--- config.mk ---
export PLATFORM = sky130hd
export DESIGN_NAME = serial_add_ctrl
export DESIGN_NICKNAME = d
export VERILOG_FILES = /design/src/rtl/serial_add_ctrl.sv
export SDC_FILE = /design/constraint.sdc
export NUM_CORES = 1
export LEC_CHECK = 0
export ABC_AREA = 0
export ABC_CLOCK_PERIOD_IN_PS = 1600
export CORE_MARGIN = 3
export CORE_UTILIZATION = 40
export CTS_CLUSTER_DIAMETER = 80
export DETAILED_ROUTE_END_ITERATION = 8
export HOLD_SLACK_MARGIN = 0.06
export PLACE_DENSITY = 0.6
export SETUP_SLACK_MARGIN = 0.2
export SLEW_MARGIN = 20
export SYNTH_ARGS = -nofsm -noshare
export SYNTH_HDL_FRONTEND = slang
export SYNTH_SLANG_ARGS = --single-unit
--- constraint.sdc ---
create_clock -name clk -period 1.6 [get_ports clk]
set_input_delay 0.4 -clock clk [delete_from_list [all_inputs] [get_ports clk]]
set_output_delay 0.4 -clock clk [all_outputs]
set_load 0.01 [all_outputs]
--- src/rtl/serial_add_ctrl.sv ---
`default_nettype none
// +----------------------------------------------------------------------------+
// | serial_add_ctrl                                                            |
// | Bit-serial adder: one shared 1-bit add cell stepped over WIDTH cycles,     |
// | with valid/ready handshakes on both the operand and the result side.       |
// | Optional macro SERIAL_ADD_SUB_EN adds a 'sub' port for a - b.              |
// | Rev 1.0 - initial release                                                  |
// +----------------------------------------------------------------------------+
module serial_add_ctrl #(
  parameter int WIDTH = 8
) (
  input  logic             clk,
  input  logic             rst,
  input  logic             in_valid,
  output logic             in_ready,
  input  logic [WIDTH-1:0] a,
  input  logic [WIDTH-1:0] b,
  input  logic             cin,
`ifdef SERIAL_ADD_SUB_EN
  input  logic             sub,
`endif
  output logic             out_valid,
  input  logic             out_ready,
  output logic [WIDTH-1:0] sum,
  output logic             cout,
  output logic             busy
);

  localparam int unsigned c_cnt_w = (WIDTH > 1) ? $clog2(WIDTH) : 1;
  localparam logic [c_cnt_w-1:0] c_last = c_cnt_w'(WIDTH - 1);

  typedef enum logic [1:0] {
    S_IDLE = 2'd0,
    S_RUN  = 2'd1,
    S_DONE = 2'd2
  } state_t;

  state_t             state_q;
  logic [c_cnt_w-1:0] cnt_q;
  logic [WIDTH-1:0]   a_q;
  logic [WIDTH-1:0]   b_q;
  logic               c_q;
  logic [WIDTH-1:0]   acc_q;
  logic [WIDTH-1:0]   sum_q;
  logic               cout_q;
  logic               in_ready_q;
  logic               out_valid_q;
  logic               busy_q;

  logic               w_p;
  logic               w_s;
  logic               w_c;
  logic [WIDTH-1:0]   acc_d;
  logic [WIDTH-1:0]   w_b_cap;
  logic               w_c_cap;

  // Subtraction is a + ~b + 1, so B is inverted once at capture time.
`ifdef SERIAL_ADD_SUB_EN
  assign w_b_cap = sub ? ~b : b;
  assign w_c_cap = sub ? 1'b1 : cin;
`else
  assign w_b_cap = b;
  assign w_c_cap = cin;
`endif

  assign w_p   = a_q[0] ^ b_q[0];
  assign w_s   = w_p ^ c_q;
  assign w_c   = (a_q[0] & b_q[0]) | (c_q & w_p);
  assign acc_d = (acc_q >> 1) | (WIDTH'(w_s) << (WIDTH - 1));

  always_ff @(posedge clk or posedge rst) begin
    if (rst) begin
      state_q     <= S_IDLE;
      cnt_q       <= '0;
      a_q         <= '0;
      b_q         <= '0;
      c_q         <= 1'b0;
      acc_q       <= '0;
      sum_q       <= '0;
      cout_q      <= 1'b0;
      in_ready_q  <= 1'b1;
      out_valid_q <= 1'b0;
      busy_q      <= 1'b0;
    end else begin
      case (state_q)
        S_IDLE: begin
          if (in_valid) begin
            a_q        <= a;
            b_q        <= w_b_cap;
            c_q        <= w_c_cap;
            cnt_q      <= '0;
            in_ready_q <= 1'b0;
            busy_q     <= 1'b1;
            state_q    <= S_RUN;
          end
        end
        S_RUN: begin
          a_q   <= a_q >> 1;
          b_q   <= b_q >> 1;
          c_q   <= w_c;
          acc_q <= acc_d;
          cnt_q <= cnt_q + c_cnt_w'(1);
          if (cnt_q == c_last) begin
            sum_q       <= acc_d;
            cout_q      <= w_c;
            out_valid_q <= 1'b1;
            state_q     <= S_DONE;
          end
        end
        S_DONE: begin
          if (out_ready) begin
            out_valid_q <= 1'b0;
            busy_q      <= 1'b0;
            in_ready_q  <= 1'b1;
            state_q     <= S_IDLE;
          end
        end
        default: begin
          out_valid_q <= 1'b0;
          busy_q      <= 1'b0;
          in_ready_q  <= 1'b1;
          state_q     <= S_IDLE;
        end
      endcase
    end
  end

  assign in_ready  = in_ready_q;
  assign out_valid = out_valid_q;
  assign sum       = sum_q;
  assign cout      = cout_q;
  assign busy      = busy_q;

endmodule
`default_nettype wire

Yosys cells after proc, flatten, opt, wreduce, memory -nomap -nowiden
Cells that the tools add are included.
{"block": "op_classes", "n_reduce_logical": 7, "mul": 0, "n_shift": 0, "mux": 20, "n_div": 0, "n_bitwise": 8, "order_cmp": 0, "eq_ne": 6, "add_sub_neg": 1}
{"cell": "$pmux 8 s2", "n": 2}
{"cell": "$mux 8", "n": 2}
{"cell": "$pmux 1 s3", "n": 3}
{"cell": "$reduce_and 3->1", "n": 3}
{"cell": "$or 7x8->8", "n": 1}
{"cell": "$mux 1", "n": 6}
{"cell": "$mux 2", "n": 3}
{"cell": "$ne 2x2->1 const B", "n": 3}
{"cell": "$pmux 2 s3", "n": 1}
{"cell": "$pmux 3 s2", "n": 1}
{"cell": "$reduce_and 2->1", "n": 2}
{"cell": "$add 3x1->3 const B", "n": 1}
{"cell": "$eq 3x3->1 const B", "n": 1}
{"cell": "$mux 3", "n": 1}
{"cell": "$and 1x1->1", "n": 2}
{"cell": "$eq 2x1->1 const B", "n": 1}
{"cell": "$eq 2x2->1 const B", "n": 1}
{"cell": "$logic_not 2->1", "n": 1}
{"cell": "$not 1->1", "n": 2}
{"cell": "$pmux 1 s2", "n": 1}
{"cell": "$reduce_bool 2->1", "n": 1}
{"cell": "$xor 1x1->1", "n": 2}
{"cell": "$or 1x1->1", "n": 1}
{"block": "totals", "input_bits": 21, "latch_bits": 0, "wordCells": 53, "output_inout_bits": 12, "ram_bits": 0, "regBits": 42, "memories": 0, "romBits": 0}

Longest topological paths before layout
{"block": "logic_depth", "depth_word": 4, "mapped_depth": 6, "depth_no_buf": 5}

Worst setup path before layout
OpenSTA, ideal clock, no wires.
{"block": "synth_path", "path_type": "register to register", "start": "register state_q[0]", "end": "register cout_q (netlist: cout)", "t_arrival_ps": 1286, "period_less_slack_ps": 1411, "setup_time_ps": 125, "required_ps": 1475, "path_buffers": 3, "path_slack_ps": 189, "path_stages_with_launch": 7, "cell_sequence": "dfrtp_1 > buf_4 > and2b_1 > buf_6 > nand2_2 > buf_6 > mux2_4"}
{"block": "synth_between", "elab_chain_len": 2}
{"element": "start, declared", "line": "38", "text": "state_t state_q;"}
{"element": "start signal, assigned", "line": "73", "text": "state_q <= S_IDLE;"}
{"element": "start signal, assigned", "line": "94", "text": "state_q <= S_RUN;"}
{"element": "start signal, assigned", "line": "107", "text": "state_q <= S_DONE;"}
{"element": "$eq 2x1->1", "line": "85", "text": "case (state_q)"}
{"element": "$reduce_and 2->1 (no source line)"}
{"element": "end signal, assigned", "line": "105", "text": "cout_q <= w_c;"}
{"element": "end, declared", "line": "45", "text": "logic cout_q;"}
No other way between the ends.
A chain may end at the register's enable or synchronous reset.

Worst setup path in the final report
{"block": "layout_path", "start": "register cnt_q[1]", "end": "register sum_q[5] (netlist: sum[5])"}
{"block": "layout_between", "elab_chain_len": 2}
{"element": "start, declared", "line": "39", "text": "logic [c_cnt_w-1:0] cnt_q;"}
{"element": "start signal, assigned", "line": "102", "text": "cnt_q <= cnt_q + c_cnt_w'(1);"}
{"element": "$eq 3x3->1", "line": "103", "text": "if (cnt_q == c_last) begin"}
{"element": "$reduce_and 2->1 (no source line)"}
{"element": "end signal, assigned", "line": "79", "text": "sum_q <= '0;"}
{"element": "end signal, assigned", "line": "104", "text": "sum_q <= acc_d;"}
{"element": "end, declared", "line": "44", "text": "logic [WIDTH-1:0] sum_q;"}
No other way between the ends.

==> run metrics <==
post-synthesis sequential area ratio 0.557; final core occ 0.550; endpoint of the most critical register-to-register path sum[5]; Clock H-tree levels 2; clock transition at the register clock pins on the worst setup and hold paths after CTS 80 ps; average cell area after synthesis 10.5 µm²; Final Hold Violating Endpoints 0; global placement routability congestion 0.814; Async S/R FF share, synth 1.00; RSZ-0062 raised after global routing no; CP Max Fanout 8; number of sinks on the clock net 41; post-route design area 2430 µm²; worst path setup slack after routing 221 ps; remaining global-route overflow 0; instance area after placement 2260 µm²; area of the die 5460 µm²; maximum achievable frequency 725 MHz; clock tree root driver cell sky130_fd_sc_hd__clkbuf_8; status completed; final worst-path cycle share 0.862; EDFF count, synth 0; top flip-flop cell by instance count after synthesis sky130_fd_sc_hd__dfrtp_1; count of synthesis-stage warnings from yosys 0; Die Y-Extent 73.9 µm; worst slack at placement -52.4 ps; setup skew after layout 6.87 ps; required time of the critical path 1770 ps; final count of pins violating max slew 0; total leakage power 1.12 nW; first-pass GRT wire length 6560 µm; number of distinct library cells after synthesis 29; count of mapped cells out of synthesis 175; core region area 4410 µm²; via count of the first global-routing pass 1,432; clock insertion delay at the later pin of the skew report 290 ps; number of diodes 0; post-synth net total 199; post-synth top area cell sky130_fd_sc_hd__dfrtp_1; endpoint class of the critical path register; Max Root-Sink Buffers 2; sort of element at the start of the critical path register; vias post-DR 1,470; hold crit path type in2async; routed length per placed instance 14.2 µm; placement row count 24; vias per cell 5.40; Setup violations, final 0; critical path start-end classification reg2reg; chip width 73.9 µm; leading post-synthesis cells by cell area sky130_fd_sc_hd__dfrtp_1 54%, sky130_fd_sc_hd__nor3_1 8.1%, sky130_fd_sc_hd__mux2_4 6.5%, sky130_fd_sc_hd__nand2_1 5.3%, sky130_fd_sc_hd__o22ai_1 5.1%; worst slew margin relative to its limit 0.785; Area growth syn-to-layout 31.7%; antenna-violating nets left 0; cell depth of the worst flop-to-flop path 5; share of the synthesized area in the top cell type 0.543; 1st-pass router iterations 4; number of storage elements in the synthesis netlist 41; slew at the pin closest to its max-slew limit 322 ps; effective utilization at floorplan 0.418; mapped cell area 1840 µm²; crit path max-delay cell type sky130_fd_sc_hd__dfrtp_1; DRC errors left 0; TritonCTS clock tree done; largest net degree at the start of global routing 42; GRT Resource Usage Total 0.156; fraction of final layout cells sized beyond drive strength 1 0.191; nets@finish 243; DRC violation total after the first TritonRoute iteration 66; critical path cell sequence ha_2 > ha_4 > nand2_4 > buf_12 > mux2_4; total CTS buffers 5; initial antenna violation count 0; most frequent cell after synthesis sky130_fd_sc_hd__dfrtp_1; Total Routed Length 3850 µm; Worst EP arrival 1550 ps; Detail Placement HPWL 2560 µm; IR Drop Worst-Case VDD 0.814 mV; num ports 33; total of max-cap violations 0; setup slack of the most critical reg-to-reg path 220 ps; Power per Cell Area 1810 nW/µm²; most common library cells after synthesis 40 x sky130_fd_sc_hd__dfrtp_1, 30 x sky130_fd_sc_hd__nor3_1, 26 x sky130_fd_sc_hd__nand2_1; Min Clock Period, post-route 1380 ps; delay of the slowest critical-path stage 390 ps; count of port buffers added during placement 32; filler cell count in the final layout 379; startpoint of the most critical register-to-register path cnt_q[1]
==> worst max path at each step <==
| stage | from | endpoint |
|---|---|---|
| 2_1_floorplan | state_q[0] | cout |
| 3_3_place_gp | in_valid | b_q[6] |
| 3_5_place_dp | in_valid | c_q |
| 4_1_cts | in_ready | in_ready |
| 5_1_grt | cnt_q[1] | cout |
| 6_report | cnt_q[1] | sum[5] |
==> final cells by class <==
class | count | area [µm²] | area share
Multi-Input combinational cell | 117 | 762 | 0.314
Timing Repair Buffer | 50 | 469 | 0.193
Tap cell | 52 | 65.1 | 0.0268
Sequential cell | 41 | 1030 | 0.423
Clock buffer | 8 | 90.1 | 0.0371
Inverter | 4 | 15.0 | 0.00618
==> state kept, by name (all words and copies together) (netlist names) <==
| signal | count |
|---|---|
| acc_q | 7 |
| out_valid | 1 |
| cnt_q | 3 |
| busy | 1 |
| a_q | 8 |
| c_q | 1 |
| state_q | 2 |
| b_q | 8 |
| in_ready | 1 |
| sum | 8 |
| cout | 1 |
==> critical path: cells and delay by family (launching register included) <==
family	cells	cell delay, ps
AND/OR/NAND/NOR	1	70
flip-flops	1	390
buffers and inverters	1	130
adder cells (fa/ha/maj)	2	380
multiplexers	1	300
==> metal layers <==
layer | global-route usage | vias up | wire length [µm]
met1 | 0.202 | 721 | 1740
met4 | 0.0443 | 0 | 45
li1 | - | 710 | -
met5 | 0 | - | 0
met2 | 0.253 | 34 | 1890
met3 | 0.0479 | 5 | 177
==> cell usage in the layout (no fill, tap or decap), types with 6 or more instances in the layout <==
cell type / n
sky130_fd_sc_hd__buf_4: 15
sky130_fd_sc_hd__nand2_1: 26
sky130_fd_sc_hd__mux2_4: 8
sky130_fd_sc_hd__o21ai_0: 7
sky130_fd_sc_hd__dlygate4sd2_1: 10
sky130_fd_sc_hd__dfrtp_1: 40
sky130_fd_sc_hd__clkbuf_8: 6
sky130_fd_sc_hd__nor2_1: 9
sky130_fd_sc_hd__o22ai_1: 15
sky130_fd_sc_hd__clkdlybuf4s50_1: 19
sky130_fd_sc_hd__nor3_1: 30
==> kinds of logic after synthesis <==
| group | Yosys count | share of synthesized area |
|---|---|---|
| multiplexers | 10 | 0.0767 |
| AND/OR/NAND/NOR | 71 | 0.174 |
| adder cells (fa/ha/maj) | 3 | 0.0244 |
| buffers and inverters | 17 | 0.0488 |
| flip-flops | 41 | 0.557 |
| AO/OA/AOI/OAI | 33 | 0.119 |
==> per-stage QoR <==
stage / hold WS (ps) / instances / TNS, ps / total power [W]
6_report: 469 / 272 / 0 / 0.00440
5_1_grt: 486 / 272 / 0 / 0.00477
4_1_cts: 474 / 268 / 0 / 0.00434
3_5_place_dp: 462 / 257 / -225 / 0.00368
3_3_place_gp: 459 / 257 / 0 / 0.00360
2_1_floorplan: 446 / 175 / 0 / 0.00303
==> where the power goes <==
| part | switching [W] | internal, W | leakage [nW] | total, W |
|---|---|---|---|---|
| logic | 0.000876 | 0.000972 | 0.579 | 0.00185 |
| registers | 0.000330 | 0.00153 | 0.494 | 0.00186 |
| clock network | 0.000348 | 0.000352 | 0.0455 | 0.000700 |
==> what timing repair did <==
| action | CTS | global route |
|---|---|---|
| endpoints found under the setup margin | 21 | 17 |
| cloned | 0 | 0 |
| gates resized for setup | 15 | 8 |
| pin swaps | 1 | 2 |
| buffers inserted | 3 | 4 |
| endpoints found under the hold margin | 0 | 0 |
| hold buffers | 0 | 0 |
(Power assumes the default switching activity.)
